[config.mk]
export PLATFORM = sky130hd
export DESIGN_NAME = pipe_stage_reg
export DESIGN_NICKNAME = d
export VERILOG_FILES = /design/src/rtl/pipe_stage_reg.sv
export SDC_FILE = /design/constraint.sdc
export NUM_CORES = 1
export LEC_CHECK = 0
export ABC_CLOCK_PERIOD_IN_PS = 2800
export CORE_ASPECT_RATIO = 0.6
export CORE_UTILIZATION = 50
export CTS_BUF_LIST = sky130_fd_sc_hd__clkbuf_16
export DETAILED_ROUTE_END_ITERATION = 10
export GPL_TIMING_DRIVEN = 0
export PLACE_DENSITY = 0.81
export SYNTH_ARGS = -nofsm -noshare
export SYNTH_HDL_FRONTEND = slang
export SYNTH_SLANG_ARGS = --single-unit
[constraint.sdc]
create_clock -name clk -period 2.8 [get_ports clk]
set_clock_uncertainty 0.2 [all_clocks]
set_input_delay 0.56 -clock clk [delete_from_list [all_inputs] [get_ports clk]]
set_output_delay 0.56 -clock clk [all_outputs]
set_load 0.02 [all_outputs]
[src/rtl/pipe_stage_reg.sv]
// Elastic pipeline register with a 2-entry skid buffer, registered ready, stall and flush-to-NOP.
// Optional perf counters are compiled in with `define PIPE_STAGE_REG_PERF_EN.
module pipe_stage_reg #(
    parameter int          PC_W      = 32,
    parameter int          DATA_W    = 32,
    parameter int          STAGE_IDX = 1,
    parameter int          STALL_W   = 6,
    parameter int          FLUSH_W   = 6,
    parameter logic [31:0] NOP_INS   = 32'h00000013
) (
    input  logic               clk,
    input  logic               rst,
    input  logic [STALL_W-1:0] stall_i,
    input  logic [FLUSH_W-1:0] flush_i,
    input  logic               in_valid_i,
    output logic               in_ready_o,
    input  logic [PC_W-1:0]    pc_i,
    input  logic [DATA_W-1:0]  ins_i,
    output logic               out_valid_o,
    input  logic               out_ready_i,
    output logic [PC_W-1:0]    pc_o,
    output logic [DATA_W-1:0]  ins_o,
    output logic               bubble_o
`ifdef PIPE_STAGE_REG_PERF_EN
    ,
    output logic [31:0]        perf_stall_cnt_o,
    output logic [31:0]        perf_flush_cnt_o
`endif
);

    typedef enum logic [1:0] {EMPTY = 2'd0, FULL = 2'd1, SKID = 2'd2} state_e;

    localparam logic [DATA_W-1:0] NOP_D = DATA_W'(NOP_INS);

    state_e            state, state_nxt;
    logic [PC_W-1:0]   skid_pc;
    logic [DATA_W-1:0] skid_ins;
    logic              stall, flush, fire_in, accept;

    assign stall   = stall_i[STAGE_IDX];
    assign flush   = flush_i[STAGE_IDX];
    assign fire_in = in_valid_i & in_ready_o;
    assign accept  = out_valid_o & out_ready_i & ~stall;

    // Only this stage's bits matter; the rest of each bus belongs to other stages.
    logic unused_bus_bits;
    assign unused_bus_bits = ^{stall_i, flush_i};

    always_ff @(posedge clk) begin
        if (rst) state <= EMPTY;
        else     state <= state_nxt;
    end

    always_comb begin
        state_nxt = state;
        if (flush) begin
            state_nxt = FULL;
        end else begin
            case (state)
                EMPTY:   if (fire_in) state_nxt = FULL;
                FULL: begin
                    if (fire_in && !accept)      state_nxt = SKID;
                    else if (!fire_in && accept) state_nxt = EMPTY;
                end
                SKID:    if (accept) state_nxt = FULL;
                default: state_nxt = EMPTY;
            endcase
        end
    end

    // Both handshake outputs come straight from the state register.
    always_comb begin
        out_valid_o = (state != EMPTY);
        in_ready_o  = (state != SKID);
    end

    always_ff @(posedge clk) begin
        if (rst) begin
            pc_o     <= '0;
            ins_o    <= NOP_D;
            bubble_o <= 1'b0;
            skid_pc  <= '0;
            skid_ins <= '0;
        end else if (flush) begin
            ins_o    <= NOP_D;
            bubble_o <= 1'b1;
        end else begin
            case (state)
                EMPTY, FULL: begin
                    if (fire_in && (state == EMPTY || accept)) begin
                        pc_o     <= pc_i;
                        ins_o    <= ins_i;
                        bubble_o <= 1'b0;
                    end else if (fire_in) begin
                        skid_pc  <= pc_i;
                        skid_ins <= ins_i;
                    end
                end
                SKID: begin
                    if (accept) begin
                        pc_o     <= skid_pc;
                        ins_o    <= skid_ins;
                        bubble_o <= 1'b0;
                    end
                end
                default: ;
            endcase
        end
    end

`ifdef PIPE_STAGE_REG_PERF_EN
    always_ff @(posedge clk) begin
        if (rst) begin
            perf_stall_cnt_o <= '0;
            perf_flush_cnt_o <= '0;
        end else begin
            if (out_valid_o && stall) perf_stall_cnt_o <= perf_stall_cnt_o + 32'd1;
            if (flush)                perf_flush_cnt_o <= perf_flush_cnt_o + 32'd1;
        end
    end
`endif

endmodule

==> insert_results.sql, run 1 <==
INSERT INTO impl_metrics (metric_group, metric, value, unit) VALUES
('timing', 'hold_violations', '0', ''),
('clock_tree', 'post_cts.repair.setup_buffers', '0', ''),
('yosys', 'synth-seq-cells', '131', ''),
('yosys', 'ys_top_cells_by_count', 'dfxtp_1 (131), a211oi_1 (65), o21ai_0 (65), a21oi_1 (64), nand3_1 (64)', ''),
('floorplan', 'io_pins', '147', ''),
('grt', 'grt-busiest-layer', 'met2', ''),
('grt', 'grt_use_met3', '6.82', '%'),
('power', 'vdd_drop_max', '0.452', 'mV'),
('clock_tree', 'cts.hold.buffers_added', '0', ''),
('critical_path', 'r2r_start', 'state[0]', ''),
('yosys', 'synthesis.area_per_instance', '9.15', 'µm²'),
('power', 'power_internal', '3.71', 'mW'),
('critical_path', 'worstPathArrival', '1.96', 'ns'),
('timing', 'fin_ws', '0.0821', 'ns'),
('critical_path', 'register_to_register_setup_slack', '0.29', 'ns'),
('timing', 'timing.hold.ws', '0.262', 'ns'),
('timing', 'unrepaired_setup_endpoints_after_global_routing', 'false', ''),
('grt', 'grt_start_max_net_pins', '17', ''),
('floorplan', 'core.rowCount', '30', ''),
('yosys', 'netlist_top_cells_area', 'dfxtp_1 (43%), a211oi_1 (8.1%), a221oi_2 (7.5%), o21ai_0 (5.4%), a21oi_1 (5.3%)', ''),
('clock_tree', 'clk_latency_worst_skew_pair', '0.42', 'ns'),
('placement', 'gpl.final_weighted_congestion', '0.877', ''),
('run', 'maxCapViolations', '0', ''),
('placement', 'dp.final_hpwl', '13400', 'µm'),
('yosys', 'post-synth-top-count-cell', 'dfxtp_1', ''),
('drt', 'firstDrtPassIters', '5', ''),
('finish', 'nets', '896', ''),
('clock_tree', 'cts-root-to-sink-buffers', '2', ''),
('drt', 'routed-via-count', '6104', ''),
('floorplan', 'initial_core_util', '52.4', '%'),
('grt', 'globalRouteMet1Util', '42.8', '%'),
('yosys', 'mappedNetlistNets', '742', ''),
('worst_hold_path', 'holdPathEnd', 'pc_o[2]', ''),
('finish', 'syn_to_final_growth', '35.9', '%'),
('drt', 'count_of_antenna_violating_nets_left_after_detailed_routing', '0', ''),
('clock_tree', 'path_clk_slew', '0.06', 'ns'),
('critical_path', 'critical_path_required', '2.04', 'ns'),
('floorplan', 'die_area', '12500', 'µm²'),
('clock_tree', 'cts_tree', 'built', ''),
('timing', 'period_share', '97.1', '%'),
('yosys', 'synth-warning-count', '0', ''),
('yosys', 'synth.lib_cells_used.distinct', '30', ''),
('finish', 'diodes', '0', ''),
('drt', 'post_drt_wl_per_cell', '19.1', 'µm'),
('yosys', 'cell_area_after_technology_mapping', '6040', 'µm²'),
('finish', 'fillers', '870', ''),
('placement', 'io_buffers', '135', ''),
('grt', 'grtUsageMet2', '47.6', '%'),
('power', 'combinational_fraction_of_design_power', '15.6', '%'),
('clock_tree', 'ctsHtreeMaxLevel', '4', ''),
('timing', 'relSlewSlack', '49.3', '%'),
('clock_tree', 'root_buffer', 'clkbuf_16', ''),
('critical_path', 'reg2reg_to', 'state[1]', ''),
('critical_path', 'critical_path.startpoint', 'state[0]', ''),
('critical_path', 'critical_path.startpoint_type', 'flip-flop', ''),
('yosys', 'synth_largest_area_cell', 'dfxtp_1', ''),
('timing', 'final_setup_violation_count', '0', ''),
('worst_hold_path', 'whs_path_depth', '2', ''),
('critical_path', 'worst-setup-path-type', 'flip-flop to output port', ''),
('yosys', 'synth_seq_area_share', '43.4', '%'),
('timing', 'worst_pin_slew', '0.760', 'ns'),
('clock_tree', 'tritoncts.num_buffers', '17', ''),
('status', 'status', 'finished clean', ''),
('power', 'power_density', '620', 'nW/µm²'),
('grt', 'wire_length_of_the_first_global_routing_pass', '29700', 'µm'),
('power', 'leakage_dissipation', '3.08', 'nW'),
('timing', 'min_period', '2.72', 'ns'),
('floorplan', 'die_y', '87.1', 'µm'),
('worst_hold_path', 'hold_path_class', 'flip-flop to flip-flop', ''),
('timing', 'clock.fmax', '368', 'MHz'),
('yosys', 'synth_largest_type_area_fraction', '43.4', '%');
## layout by cell type, fill, tap and decap left out, drive strengths merged, types with 22 or more instances in the layout
cell type	synthesis	final
a21oi	64	64
nor4	30	30
dfxtp	131	131
and3b	35	35
o21ai	65	65
a221oi	32	32
clkdlybuf4s50	0	134
buf	21	22
nand3	64	64
clkbuf	61	77
inv	35	40
a211oi	65	65
mux2i	32	32
## cell type report
type	instances	area, µm²	area share, %
clock inverters	15	180	2.20
well taps	160	200	2.44
clock buffers	17	425	5.19
inverters	35	131	1.60
repair buffers	135	1350	16.5
flip-flops and latches	131	2620	32.0
multi-input cells	412	2920	35.5
plain buffers	82	379	4.62
## power groups by stage
stage / combinational [mW] / sequential [mW] / clock (mW)
6_report: 0.792 / 2.00 / 2.29
4_1_cts: 0.782 / 2.00 / 2.30
3_3_place_gp: 0.754 / 2.03 / 0
3_5_place_dp: 0.775 / 2.04 / 0
5_1_grt: 0.844 / 2.01 / 2.39
2_1_floorplan: 0.357 / 2.10 / 0
## repair_timing
action                                  in CTS  in global routing
endpoints found under the setup margin       4                  2
resized for setup                            5                  7
hold endpoints to repair                     0                  0
pin swaps                                    0                  0
## cells by family (layout without fill, tap and decap cells)
kind of cell    Yosys count  count (layout)  share of synthesized area, %
compound gates          227             227                          26.7
simple gates            151             151                          15.9
flops                   131             131                          43.4
buf+inv                 117             284                          8.25
mux                      32              32                          5.31
fa+ha+maj                 2               2                         0.415
## sequential cells by signal (all words and copies together), names as in the netlist
name	cells
skid_ins	32
pc_o	32
ins_o	32
skid_pc	32
state	2
bubble_o	1
## stage by stage
step | instances | area, µm² | util, % | power, mW
2_1_floorplan | 660 | 6040 | - | 2.46
3_3_place_gp | 955 | 7590 | 65.8 | 2.79
3_5_place_dp | 955 | 7590 | 65.8 | 2.81
4_1_cts | 987 | 8200 | 71.1 | 5.08
5_1_grt | 987 | 8200 | 71.2 | 5.24
6_report | 987 | 8200 | 71.2 | 5.09
## worst max-delay path, cell delays in order (launching register included)
cell	delay [ns]
dfxtp_1	0.44
nand2b_1	0.21
buf_2	0.27
buf_4	0.25
dlygate4sd2_1	0.36
## worst max-delay path by stage
stage	end	slack, ns	cells past startpoint
2_1_floorplan	state[1]	0.34	9
3_3_place_gp	state[1]	-0.63	10
3_5_place_dp	state[1]	-0.67	10
4_1_cts	out_valid_o	0.06	3
5_1_grt	state[1]	0.02	10
6_report	in_ready_o	0.08	4
## routing by layer
metal,routed length [µm],vias up,share of wire (%)
met4,282,0,1.5
met2,8340,343,44
met3,1730,33,9.2
met5,0,-,0
met1,8500,2944,45
li1,-,2784,-
No activity file was read; power rests on OpenSTA's default activity.
==> run 2, diff against run 1 <==
--- a/config.mk
+++ b/config.mk
@@ -7,11 +7,12 @@
 export LEC_CHECK = 0
 export ABC_CLOCK_PERIOD_IN_PS = 2800
 export CORE_ASPECT_RATIO = 0.6
-export CORE_UTILIZATION = 50
+export CORE_UTILIZATION = 40
 export CTS_BUF_LIST = sky130_fd_sc_hd__clkbuf_16
 export DETAILED_ROUTE_END_ITERATION = 10
 export GPL_TIMING_DRIVEN = 0
-export PLACE_DENSITY = 0.81
+export PLACE_DENSITY = 0.67
+export SLEW_MARGIN = 30
 export SYNTH_ARGS = -nofsm -noshare
 export SYNTH_HDL_FRONTEND = slang
 export SYNTH_SLANG_ARGS = --single-unit
==> run 2 against run 1 <==
  * Clock power is 2% higher
  * Non-clock buffer count did not move
  * Global-route usage fell by 6.0 points
  * Die area up 25%
==> insert_results.sql, run 2 (same netlist as run 1, synthesis figures left out) <==
INSERT INTO impl_metrics (metric_group, metric, value, unit) VALUES
('power', 'leakage_dissipation', '3.08', 'nW'),
('finish', 'diodes', '0', ''),
('floorplan', 'core.rowCount', '34', ''),
('finish', 'syn_to_final_growth', '37.0', '%'),
('clock_tree', 'root_buffer', 'clkbuf_16', ''),
('drt', 'route.final.wire_length', '19500', 'µm'),
('grt', 'wire_length_of_the_first_global_routing_pass', '30800', 'µm'),
('floorplan', 'core_area', '14600', 'µm²'),
('finish', 'fillers', '1311', ''),
('timing', 'relSlewSlack', '41.3', '%'),
('status', 'status', 'finished clean', ''),
('power', 'power_internal', '3.79', 'mW'),
('drt', 'drt-initial-drc-count', '437', ''),
('clock_tree', 'clk_latency_worst_skew_pair', '0.42', 'ns'),
('clock_tree', 'tritoncts.num_buffers', '17', ''),
('floorplan', 'io_pins', '147', ''),
('worst_hold_path', 'hold_path_class', 'flip-flop to flip-flop', ''),
('worst_hold_path', 'worstHoldStart', 'pc_o[15]', ''),
('floorplan', 'die_y', '97.2', 'µm'),
('finish', 'nets', '896', ''),
('placement', 'dp_cells', '993', ''),
('finish', 'stdcell_count', '1024', ''),
('timing', 'setup-tns-final', '0', 'ns'),
('placement', 'gpl.final_weighted_congestion', '0.828', ''),
('finish', 'mostFrequentLayoutCells', 'clkdlybuf4s50_1 (134), dfxtp_1 (131), a211oi_1 (65), o21ai_0 (65)', ''),
('placement', 'dp.final_hpwl', '14100', 'µm'),
('critical_path', 'worst-setup-path-type', 'flip-flop to output port', ''),
('drt', 'count_of_antenna_violating_nets_left_after_detailed_routing', '0', ''),
('power', 'power_density', '620', 'nW/µm²'),
('drt', 'post_drt_wl_per_cell', '19.1', 'µm'),
('critical_path', 'register_to_register_setup_slack', '0.28', 'ns'),
('worst_hold_path', 'whs_path_depth', '2', ''),
('power', 'p_sw', '1.34', 'mW'),
('finish', 'layout_commonest_cell', 'clkdlybuf4s50_1', ''),
('placement', 'io_buffers', '135', ''),
('power', 'finalPower', '5.13', 'mW'),
('critical_path', 'critical_path.startpoint_type', 'flip-flop', ''),
('power', 'sequentialPowerShare', '39.0', '%'),
('worst_hold_path', 'holdPathEnd', 'pc_o[15]', ''),
('drt', 'drt-vias-per-instance', '5.79', ''),
('clock_tree', 'path_clk_slew', '0.06', 'ns'),
('power', 'sw_frac_of_total', '26.1', '%'),
('grt', 'number_of_global_route_vias_before_repair', '5871', ''),
('power', 'power.clock.fraction', '45.5', '%'),
('clock_tree', 'cts_tree', 'built', ''),
('timing', 'final_setup_violation_count', '0', ''),
('clock_tree', 'cts-root-to-sink-buffers', '2', ''),
('run', 'maxCapViolations', '0', ''),
('critical_path', 'worstPathArrival', '1.94', 'ns'),
('finish', 'post_route_cells_drive_above_1_share', '9.81', '%'),
('drt', 'detail_route.drc_violations', '0', ''),
('power', 'vdd_drop_max', '0.326', 'mV'),
('drt', 'routed-via-count', '5924', ''),
('grt', 'track_usage', '25.0', '%'),
('floorplan', 'initial_core_util', '41.4', '%'),
('grt', 'global_route_congestion_overflow_total', '0', ''),
('timing', 'min_period', '2.70', 'ns'),
('critical_path', 'setup.worst_path.end_class', 'output port', ''),
('timing', 'final-max-slew-violation-count', '0', ''),
('floorplan', 'die-width', '161', 'µm'),
('critical_path', 'path_max_fanout', '10', ''),
('critical_path', 'critical_path_required', '2.04', 'ns'),
('power', 'combinational_fraction_of_design_power', '15.5', '%'),
('timing', 'clock.fmax', '371', 'MHz'),
('grt', 'grt_start_max_net_pins', '17', ''),
('timing', 'worst_pin_slew', '0.873', 'ns'),
('clock_tree', 'ctsHtreeMaxLevel', '4', ''),
('timing', 'period_share', '96.3', '%'),
('critical_path', 'r2r_start', 'state[0]', ''),
('grt', 'antenna_found_initial', '0', ''),
('clock_tree', 'numClockSinks', '131', ''),
('timing', 'hold_violations', '0', ''),
('critical_path', 'r2r_cells', '8', ''),
('floorplan', 'die_area', '15600', 'µm²'),
('critical_path', 'reg2reg_to', 'state[1]', ''),
('timing', 'unrepaired_setup_endpoints_after_global_routing', 'false', ''),
('drt', 'firstDrtPassIters', '5', '');
==> run 2: cell count changes in the layout (fill, tap and decap cells not counted), sizes merged <==
cell / before / now
clkdlybuf4s15: 0 / 1
clkinv: 5 / 6
inv: 40 / 36
clkinvlp: 2 / 3
buf: 22 / 20
bufinv: 3 / 4
dlygate4sd2: 1 / 0
clkbuf: 77 / 79
==> run 2: how the worst max path moves through the flow <==
stage | end | depth (start not counted) | startpoint | slack (ns)
floorplan | state[1] | 9 | out_ready_i | 0.34
global placement | state[1] | 10 | out_ready_i | -0.66
detailed placement | state[1] | 10 | out_ready_i | -0.76
CTS | in_ready_o | 4 | state[0] | 0.002
global route | in_ready_o | 4 | state[0] | 0.004
finish | in_ready_o | 4 | state[0] | 0.10
==> run 2: repair_timing <==
action,in CTS,in global routing
hold buffers,0,0
endpoints found under the hold margin,0,0
gates resized for setup,4,12
setup buffers,0,0
endpoints found under the setup margin,3,3
pin swaps,0,0
==> run 2: critical path, stage by stage (launching register included) <==
cell             delay [ns]
dfxtp_1                0.40
nand2b_1               0.26
clkbuf_4               0.27
clkbuf_4               0.25
clkdlybuf4s15_1        0.34
==> run 2: layout make-up <==
cell class / count / area (µm²) / share of cell area (%)
Multi-Input combinational cell: 412 / 2920 / 35.3
Sequential cell: 131 / 2620 / 31.7
Timing Repair Buffer: 135 / 1350 / 16.3
Clock buffer: 17 / 425 / 5.14
Buffer: 82 / 385 / 4.66
Tap cell: 198 / 248 / 3.00
Clock inverter: 14 / 190 / 2.30
Inverter: 35 / 131 / 1.59
==> run 2: metrics by stage <==
stage               hold slack (ns)  util [%]  cell area [µm²]  setup WS [ns]
finish                        0.263      56.7             8270          0.105
CTS                           0.262      56.6             8250        0.00233
global placement              0.251      52.3             7630         -0.659
detailed placement            0.253      52.3             7630         -0.756
global route                  0.280      56.7             8270        0.00366
floorplan                     0.249         -             6040          0.335
==> run 2: layer usage <==
layer | vias to the layer above | part of all wire (%) | GRT usage, %
met5 | - | 0 | 0
met4 | 0 | 1.2 | 7.91
met3 | 23 | 6.4 | 4.44
met2 | 239 | 45 | 39.1
met1 | 2871 | 48 | 34.8
li1 | 2791 | - | -
==> run 2: power groups by stage <==
stage / clock network [mW] / registers, mW / logic, mW
3_5_place_dp: 0 / 2.04 / 0.780
6_report: 2.33 / 2.00 / 0.793
5_1_grt: 2.44 / 2.01 / 0.846
4_1_cts: 2.35 / 2.00 / 0.786
3_3_place_gp: 0 / 2.04 / 0.762
2_1_floorplan: 0 / 2.10 / 0.357
